==> src/rtl/wallace16_pkg.sv <==
// Shared constants for the sequential 16x16 multiplier:
// FSM state encoding, partial-product shifts, carry-save helpers.
package wallace16_pkg;

  localparam logic [2:0] S_IDLE = 3'd0;
  localparam logic [2:0] S_PP0  = 3'd1;
  localparam logic [2:0] S_PP1  = 3'd2;
  localparam logic [2:0] S_PP2  = 3'd3;
  localparam logic [2:0] S_PP3  = 3'd4;
  localparam logic [2:0] S_DONE = 3'd5;

  localparam logic [4:0] SH_PP0 = 5'd0;
  localparam logic [4:0] SH_PP1 = 5'd8;
  localparam logic [4:0] SH_PP2 = 5'd8;
  localparam logic [4:0] SH_PP3 = 5'd16;

  function automatic logic [15:0] csa_s(
    input logic [15:0] x,
    input logic [15:0] y,
    input logic [15:0] z
  );
    return x ^ y ^ z;
  endfunction

  // Carries leaving bit 15 are dropped; the final sum of an
  // 8x8 product always fits in 16 bits.
  function automatic logic [15:0] csa_c(
    input logic [15:0] x,
    input logic [15:0] y,
    input logic [15:0] z
  );
    return ((x & y) | (x & z) | (y & z)) << 1;
  endfunction

endpackage

==> src/rtl/wallace16_seq_mul8.sv <==
// Wallace: combinational 8x8 unsigned Wallace-tree multiplier.
// Ports: a_i, b_i (8-bit operands), p_o (16-bit product).
module Wallace
  import wallace16_pkg::*;
(
  input  logic [7:0]  a_i,
  input  logic [7:0]  b_i,
  output logic [15:0] p_o
);

  logic [15:0] pp [8];
  logic [15:0] s1a, c1a, s1b, c1b;
  logic [15:0] s2a, c2a, s2b, c2b;
  logic [15:0] s3, c3, s4, c4;

  always_comb begin
    for (int i = 0; i < 8; i++) begin
      pp[i] = {8'b0, a_i & {8{b_i[i]}}} << i;
    end
  end

  // 8 rows -> 6 -> 4 -> 3 -> 2, then one carry-propagate add.
  assign s1a = csa_s(pp[0], pp[1], pp[2]);
  assign c1a = csa_c(pp[0], pp[1], pp[2]);
  assign s1b = csa_s(pp[3], pp[4], pp[5]);
  assign c1b = csa_c(pp[3], pp[4], pp[5]);

  assign s2a = csa_s(s1a, c1a, s1b);
  assign c2a = csa_c(s1a, c1a, s1b);
  assign s2b = csa_s(c1b, pp[6], pp[7]);
  assign c2b = csa_c(c1b, pp[6], pp[7]);

  assign s3 = csa_s(s2a, c2a, s2b);
  assign c3 = csa_c(s2a, c2a, s2b);

  assign s4 = csa_s(s3, c3, c2b);
  assign c4 = csa_c(s3, c3, c2b);

  assign p_o = s4 + c4;

endmodule

==> src/rtl/wallace16_seq.sv <==
// 16x16 unsigned multiplier time-sharing one 8x8 Wallace tree.
// Ports: clk, rst_n, in_valid/in_ready/a/b, out_valid/out_ready/out, busy.
module wallace16_seq
  import wallace16_pkg::*;
#(
  parameter bit ZERO_SKIP = 1'b1
) (
  input  logic        clk,
  input  logic        rst_n,
  input  logic        in_valid,
  output logic        in_ready,
  input  logic [15:0] a,
  input  logic [15:0] b,
  output logic        out_valid,
  input  logic        out_ready,
  output logic [31:0] out,
  output logic        busy
);

  logic [2:0]  state_q, state_d;
  logic [15:0] a_q, a_d;
  logic [15:0] b_q, b_d;
  logic [31:0] acc_q, acc_d;

  logic [7:0]  op_a, op_b;
  logic [4:0]  sh;
  logic [15:0] prod;
  logic [31:0] term;
  logic        accept;
  logic        skip;

  assign in_ready  = (state_q == S_IDLE)
                   | ((state_q == S_DONE) & out_ready);
  assign accept    = in_valid & in_ready;
  assign skip      = ZERO_SKIP & ((a == 16'd0) | (b == 16'd0));
  assign out_valid = (state_q == S_DONE);
  assign out       = acc_q;
  assign busy      = (state_q != S_IDLE);

  always_comb begin
    op_a = a_q[7:0];
    op_b = b_q[7:0];
    sh   = SH_PP0;
    case (state_q)
      S_PP1: begin
        op_a = a_q[15:8];
        sh   = SH_PP1;
      end
      S_PP2: begin
        op_b = b_q[15:8];
        sh   = SH_PP2;
      end
      S_PP3: begin
        op_a = a_q[15:8];
        op_b = b_q[15:8];
        sh   = SH_PP3;
      end
      default: ;
    endcase
  end

  Wallace u_mul (
    .a_i (op_a),
    .b_i (op_b),
    .p_o (prod)
  );

  assign term = {16'b0, prod} << sh;

  always_comb begin
    state_d = state_q;
    a_d     = a_q;
    b_d     = b_q;
    acc_d   = acc_q;
    if (accept) begin
      a_d     = a;
      b_d     = b;
      acc_d   = 32'd0;
      state_d = skip ? S_DONE : S_PP0;
    end else begin
      case (state_q)
        S_IDLE: ;
        S_PP0: begin
          acc_d   = acc_q + term;
          state_d = S_PP1;
        end
        S_PP1: begin
          acc_d   = acc_q + term;
          state_d = S_PP2;
        end
        S_PP2: begin
          acc_d   = acc_q + term;
          state_d = S_PP3;
        end
        S_PP3: begin
          acc_d   = acc_q + term;
          state_d = S_DONE;
        end
        S_DONE: begin
          if (out_ready) state_d = S_IDLE;
        end
        default: state_d = S_IDLE;
      endcase
    end
  end

  always_ff @(posedge clk or negedge rst_n) begin
    if (!rst_n) begin
      state_q <= S_IDLE;
      a_q     <= 16'd0;
      b_q     <= 16'd0;
      acc_q   <= 32'd0;
    end else begin
      state_q <= state_d;
      a_q     <= a_d;
      b_q     <= b_d;
      acc_q   <= acc_d;
    end
  end

endmodule

==> config.mk <==
export PLATFORM = sky130hd
export DESIGN_NAME = wallace16_seq
export DESIGN_NICKNAME = d
export VERILOG_FILES = /design/src/rtl/wallace16_pkg.sv /design/src/rtl/wallace16_seq_mul8.sv /design/src/rtl/wallace16_seq.sv
export SDC_FILE = /design/constraint.sdc
export NUM_CORES = 1
export LEC_CHECK = 0
export BUFFER_PORTS_ARGS = -buffer_cell sky130_fd_sc_hd__buf_2
export CAP_MARGIN = 20
export CORE_MARGIN = 4
export CORE_UTILIZATION = 25
export CTS_CLUSTER_DIAMETER = 40
export DETAILED_ROUTE_END_ITERATION = 10
export PLACE_DENSITY = 0.41
export REMOVE_ABC_BUFFERS = 1
export SYNTH_ARGS = -nofsm -noshare
export SYNTH_HDL_FRONTEND = slang
export SYNTH_SLANG_ARGS = --single-unit
export TNS_END_PERCENT = 100
==> constraint.sdc <==
create_clock -name clk -period 10.1 [get_ports clk]
set_clock_uncertainty 0.05 [all_clocks]
set_input_delay 0.505 -clock clk [delete_from_list [all_inputs] [get_ports clk]]
set_output_delay 0.505 -clock clk [all_outputs]
set_load 0.03 [all_outputs]
==> results of run 1 <==
routing by layer:
layer | wire length, um | vias to the layer above | share of wire [%] | track usage (%)
li1 | - | 2822 | - | -
met4 | 214 | 0 | 1.1 | 3.465
met5 | 0 | - | 0 | 0
met1 | 9738 | 2716 | 50 | 20.61
met3 | 516 | 9 | 2.7 | 2.003
met2 | 8836 | 72 | 46 | 22.10
placed cells by master, fill, tap and decap left out, types with 4 or more instances in the layout:
cell	netlist	layout
a211oi_1	4	4
a21o_1	9	9
a21oi_1	35	35
a22o_1	4	4
a31oi_1	4	4
and3_1	8	8
buf_2	1	70
buf_4	1	15
clkbuf_16	0	9
dfrtp_1	67	67
fa_1	40	40
ha_1	56	56
inv_1	51	51
mux2_2	5	5
mux2i_1	21	21
nand2_1	146	146
nand2b_1	15	15
nand3_1	37	37
nand4_1	4	4
nor2_1	82	81
nor2b_1	6	6
nor3_1	4	4
nor3b_1	4	4
nor4_1	8	8
o21a_1	6	6
o21ai_0	43	43
o21ai_1	4	4
o21bai_1	5	5
o22ai_1	4	4
or2_2	5	5
xnor2_1	20	20
xor2_1	12	12
worst min-delay path by stage:
stage	start	end	slack, ns	depth (start not counted)
final	rst_n	out[19]$_DFFE_PN0P_	0.32	2
after global routing	a[5]	a_q[5]$_DFFE_PN0P_	0.31	3
after CTS	a[5]	a_q[5]$_DFFE_PN0P_	0.30	3
after detailed placement	b_q[12]$_DFFE_PN0P_	b_q[12]$_DFFE_PN0P_	0.41	2
after global placement	b_q[5]$_DFFE_PN0P_	b_q[5]$_DFFE_PN0P_	0.41	2
after floorplan	rst_n	a_q[0]$_DFFE_PN0P_	0.16	0
sequential cells by signal, indices dropped and copies added (netlist names):
| signal | flops |
|---|---|
| a_q | 16 |
| state_q | 3 |
| out | 32 |
| b_q | 16 |
cells by family (layout without fill, tap and decap cells):
family | count (synthesis) | after routing | synth area share (%)
flops | 67 | 67 | 25.70
simple gates | 336 | 336 | 23.31
compound gates | 148 | 148 | 15.02
mux | 26 | 26 | 4.086
buf+inv | 76 | 152 | 4.565
xor+xnor | 32 | 32 | 4.297
fa+ha+maj | 96 | 96 | 23.02
per-stage QoR:
| step | std cells | hold WS (ns) | area, um2 |
|---|---|---|---|
| 6_report | 1187 | 0.3162 | 7627 |
| 5_1_grt | 1187 | 0.3115 | 7627 |
| 4_1_cts | 1187 | 0.2969 | 7627 |
| 3_5_place_dp | 1171 | 0.4125 | 7300 |
| 3_3_place_gp | 1171 | 0.4082 | 7300 |
| 2_1_floorplan | 756 | 0.1594 | 6416 |
layout make-up:
class / instances / share of cell area [%]
timing repair buffer: 85 / 6.070
inverter: 51 / 2.510
clock buffer: 10 / 3.133
sequential: 67 / 21.98
tap: 330 / 5.413
clock inverter: 6 / 1.165
multi-input combinational: 638 / 59.73
==> metrics.txt, run 1 <==
PortBufs=70; floorplan die area=28740 um2; number of DRC violations after detailed routing=0; Detail Route Antenna Nets=0; DRT iter0 DRCs=approximately 220; max incr delay on CP=about 0.6 ns; time the final worst path needs with I/O delays and setup=approximately 9 ns; top post-synthesis cells by area=dfrtp_1 (26%), fa_1 (12%), ha_1 (11%), nand2_1 (8.4%), nor2_1 (4.7%); setup repair after global routing missed its margin=false; proportion of synthesized chip area in sequential cells=25.70%; top cell type's share of synthesized area=25.70%; clock-pin slew on the worst setup and hold paths=0.06 ns; length in cells of the worst reg-to-reg path=33; TritonCTS clock tree=done; dominant delay contributor by cell family on the critical path=adder cells; slowest stage cell, crit path=mux2i_1; path type of the worst min-delay path=in -> async; number of detailed-route iterations in the first pass=4; total wire length=19.31 mm; total vias in the final route=5619; synthesized netlist cell count=781; Setup Crit Path Kind=reg -> reg; Ant. Diodes=0; root buffer cell=clkbuf_16; filler cell count in the final layout=2812; chip height=169.5 um; fraction of the cycle the final worst path needs=approximately nine tenths; FMAX=0.1078 GHz; Initial Util=25.68%; required time reported for the critical path endpoint=around 10 ns; Distinct cells, synth=70; final weighted congestion of routability-driven global placement=0.8181; post-route worst setup slack=between 0.8 and 0.9 ns; die width=169.5 um; total global-route track usage=14.13%; CTS Buf Count=9; clock insertion delay at the later pin of the skew report=0.35 ns; setup violators final=0; yosys synthesis warning count=0; share of synthesized registers carrying an async set or reset=100.0%; overflow left after global routing=0; top post-synthesis cells by count=nand2_1 (146), nor2_1 (82), dfrtp_1 (67); worst slack at placement=0.8710 ns; ratio of cells with drive above 1 in the final layout=approximately 15%; Post-synth EDFFs=0; leading register cell type out of synthesis=dfrtp_1; via count of the first global-routing pass=5768; launch instance of the worst register-to-register path=state_q[0]$_DFFE_PN0P_; area used by multi-input combinational logic=4556 um2; number of standard-cell rows in the floorplan=58; most common cell in the netlist=nand2_1; result of the run=completed; Critical Path Start=state_q[0]$_DFFE_PN0P_; worst flop-to-flop path endpoint=out[30]$_DFFE_PN0P_; mean cell area of the mapped netlist=8.351 um2; post-CTS setup buffer count=0; Critical Path End Type=flop; routed length per placed instance=16.26 um; Top-Level Pins=71; normalized max-slew margin=35.96%; Post-Route Utilization=around 30%; synthesized flop and latch total=67; destination of the critical timing path=out[30]$_DFFE_PN0P_; core outline area=25400 um2; net count reported at finish=between 900 and 1000; post-cts repair resize count=0; area leader, netlist=dfrtp_1; max-capacitance violation count=0; hold buffer count at cts=0; wire length of the first global-routing pass=between 30 and 40 mm; initial antenna violation count=0; number of cells on the critical path=33; register-to-register setup slack=between 0.8 and 0.9 ns; area of the mapped netlist=6523 um2; synth-to-layout area growth=16.94%; Longest Clk Path Bufs=2; sequential cell area in the final layout=around 1700 um2; Startpoint Class=flop; vias per cell=4.734; number of max-slew violations in the final report=0; CP max FO=15; clock sink count=67; maximum level of the CTS H-tree=3; final hold viol count=0; detailed placement HPWL=15.24 mm; Crit path arrival time=roughly 9.4 ns; worst path bufs/invs=3; transition time at the pin with the least slew margin=between 0.9 and 1 ns; final-layout setup total negative slack=0 ns; largest net degree at the start of global routing=68
Power of run 1 is not shown: default switching activity piles up to over one toggle a cycle in this logic, so the estimate is an artifact.
==> inputs of run 2 (changes only) <==
--- a/config.mk
+++ b/config.mk
@@ -11,7 +11,7 @@
 export CORE_UTILIZATION = 25
 export CTS_CLUSTER_DIAMETER = 40
 export DETAILED_ROUTE_END_ITERATION = 10
-export PLACE_DENSITY = 0.41
+export PLACE_DENSITY = 0.39
 export REMOVE_ABC_BUFFERS = 1
 export SYNTH_ARGS = -nofsm -noshare
 export SYNTH_HDL_FRONTEND = slang
==> run 2 against run 1 <==
Maximum frequency rose by 4.8%. Worst hold slack gained 0.0086 ns. Register-to-register slack improved by 0.42 ns. Utilization down 0.084 points. Sequential share of layout area rose by 0.061 points. Via count decreased by 0.52%. Sequential cell count unchanged. Largest cell class unchanged. Die area unchanged. Critical path type unchanged.
==> metrics.txt, run 2 (same netlist as run 1, synthesis figures left out) <==
number of standard-cell rows in the floorplan=58 (unchanged); destination of the critical timing path=out[25]$_DFFE_PN0P_; required time reported for the critical path endpoint=10.27 ns (+0.02 ns); total wire length=19.24 mm (-0.36%); filler cell count in the final layout=2753 (-2.1%); root buffer cell=clkbuf_16; largest net degree at the start of global routing=68 (unchanged); Startpoint Class=flop; number of detailed-route iterations in the first pass=5 (+1); leading cell type in the layout, fill and taps excluded=nand2_1; normalized max-slew margin=37.83% (+1.9 points); setup violators final=0 (unchanged); clock-pin slew on the worst setup and hold paths=0.06 ns (about the same); number of flip-flops under the largest register name=32 (unchanged); Final Instance Area=7606 um2 (-0.28%); Critical Path Start=state_q[0]$_DFFE_PN0P_; total vias in the final route=5590 (-0.52%); slowest stage cell, crit path=mux2i_1; Ant. Diodes=0 (unchanged); register-to-register setup slack=1.25 ns (+0.42 ns); Min-Delay Startpoint=a[6]; Critical Path End Type=flop; synth-to-layout area growth=16.61%; die width=169.5 um (unchanged); worst flop-to-flop path endpoint=out[25]$_DFFE_PN0P_; CP max FO=15 (unchanged); area post-placement=7277 um2 (-0.31%); transition time at the pin with the least slew margin=0.9326 ns (-0.02796 ns); area used by multi-input combinational logic=4556 um2 (unchanged); most numerous cell on the critical path=nor2_1; core outline area=25400 um2 (unchanged); Setup Crit Path Kind=reg -> reg; final hold viol count=0 (unchanged); final weighted congestion of routability-driven global placement=0.8206 (+0.31%); Detail Route Antenna Nets=0 (unchanged); number of max-slew violations in the final report=0 (unchanged); Post-Route Utilization=29.95% (-0.084 points); maximum level of the CTS H-tree=3 (unchanged); net count reported at finish=981 (-0.30%); post-cts repair resize count=0 (unchanged); initial antenna violation count=0 (unchanged); DRT iter0 DRCs=282 (+27%); Top-Level Pins=71 (unchanged); sequential cell area in the final layout=1677 um2 (unchanged); routed length per placed instance=16.25 um (-0.11%); fraction of the cycle the final worst path needs=87.64% (-4.2 points); CTS Buf Count=9 (unchanged); hold buffer count at cts=0 (unchanged); clock insertion delay at the later pin of the skew report=0.34 ns (about the same); total global-route track usage=13.79% (-0.33 points); detailed placement HPWL=15.24 mm (about the same); time the final worst path needs with I/O delays and setup=8.852 ns (-0.4245 ns); max incr delay on CP=0.61 ns (+0.02 ns); final-layout setup total negative slack=0 ns (unchanged); path type of the worst min-delay path=in -> reg; wire length of the first global-routing pass=31.59 mm (-1.4%); Initial Util=25.68% (unchanged); chip height=169.5 um (unchanged); post-CTS setup buffer count=0 (unchanged); floorplan die area=28740 um2 (unchanged); via count of the first global-routing pass=5766 (-0.035%); TritonCTS clock tree=done; Cells on Worst Hold Path=3; most used cells in the layout excluding fill and tap cells=nand2_1 (146), nor2_1 (81), buf_2 (70); overflow left after global routing=0 (unchanged); vias per cell=4.721 (-0.26%); PortBufs=70 (unchanged); clock sink count=67 (unchanged); number of DRC violations after detailed routing=0 (unchanged); result of the run=completed; max-capacitance violation count=0 (unchanged); launch instance of the worst register-to-register path=state_q[0]$_DFFE_PN0P_; FMAX=0.1130 GHz (+4.8%); ratio of cells with drive above 1 in the final layout=14.52% (-0.42 points); Longest Clk Path Bufs=2 (unchanged); Crit path arrival time=9.02 ns (-0.41 ns); length in cells of the worst reg-to-reg path=33 (unchanged); setup repair after global routing missed its margin=false
==> run 2: changes by cell type in the layout (fill, tap and decap cells not counted) <==
cell	change
clkbuf_1	+1
clkinv_4	-1
clkinvlp_4	-1
clkbuf_8	+1
buf_4	-3
==> run 2: stage by stage <==
step	hold WS (ns)	cells	worst slack, ns
detailed placement	0.4150	1168	1.271
floorplan	0.1594	756	1.765
finish	0.3248	1184	1.248
CTS	0.3123	1184	1.239
global route	0.3248	1184	0.4636
global placement	0.4085	1168	1.331
==> run 2: layout make-up <==
cell class                 count  share of cell area [%]
multi-input combinational    638                   59.89
sequential                    67                   22.04
timing repair buffer          82                   5.790
tap                          330                   5.429
clock buffer                  12                   3.372
inverter                      51                   2.517
clock inverter                 4                  0.9541
==> run 2: layer usage <==
layer | GRT usage (%) | share of wire, % | vias to the layer above
met4 | 3.045 | 0.95 | 0
met5 | 0 | 0 | -
li1 | - | - | 2819
met3 | 1.957 | 2.6 | 13
met1 | 20.78 | 52 | 2688
met2 | 20.95 | 44 | 70
==> run 2: critical path, delay by kind of cell, from the launching register on <==
kind                       cells  cell delay [ns]
adders and majority gates      6             2.86
and+or+nand+nor               11             2.01
DFF                            1             0.43
buffers and inverters          3             0.33
muxes                          2             0.82
xor gates and xnor gates       1             0.19
AOI/OAI and AO/OA             10             2.04
==> run 2: how the worst min path moves through the flow <==
stage                                to
global route         a_q[0]$_DFFE_PN0P_
CTS                  a_q[6]$_DFFE_PN0P_
floorplan            a_q[0]$_DFFE_PN0P_
detailed placement  a_q[14]$_DFFE_PN0P_
finish               a_q[6]$_DFFE_PN0P_
global placement    b_q[12]$_DFFE_PN0P_
Power of run 2 is left out for the same reason.
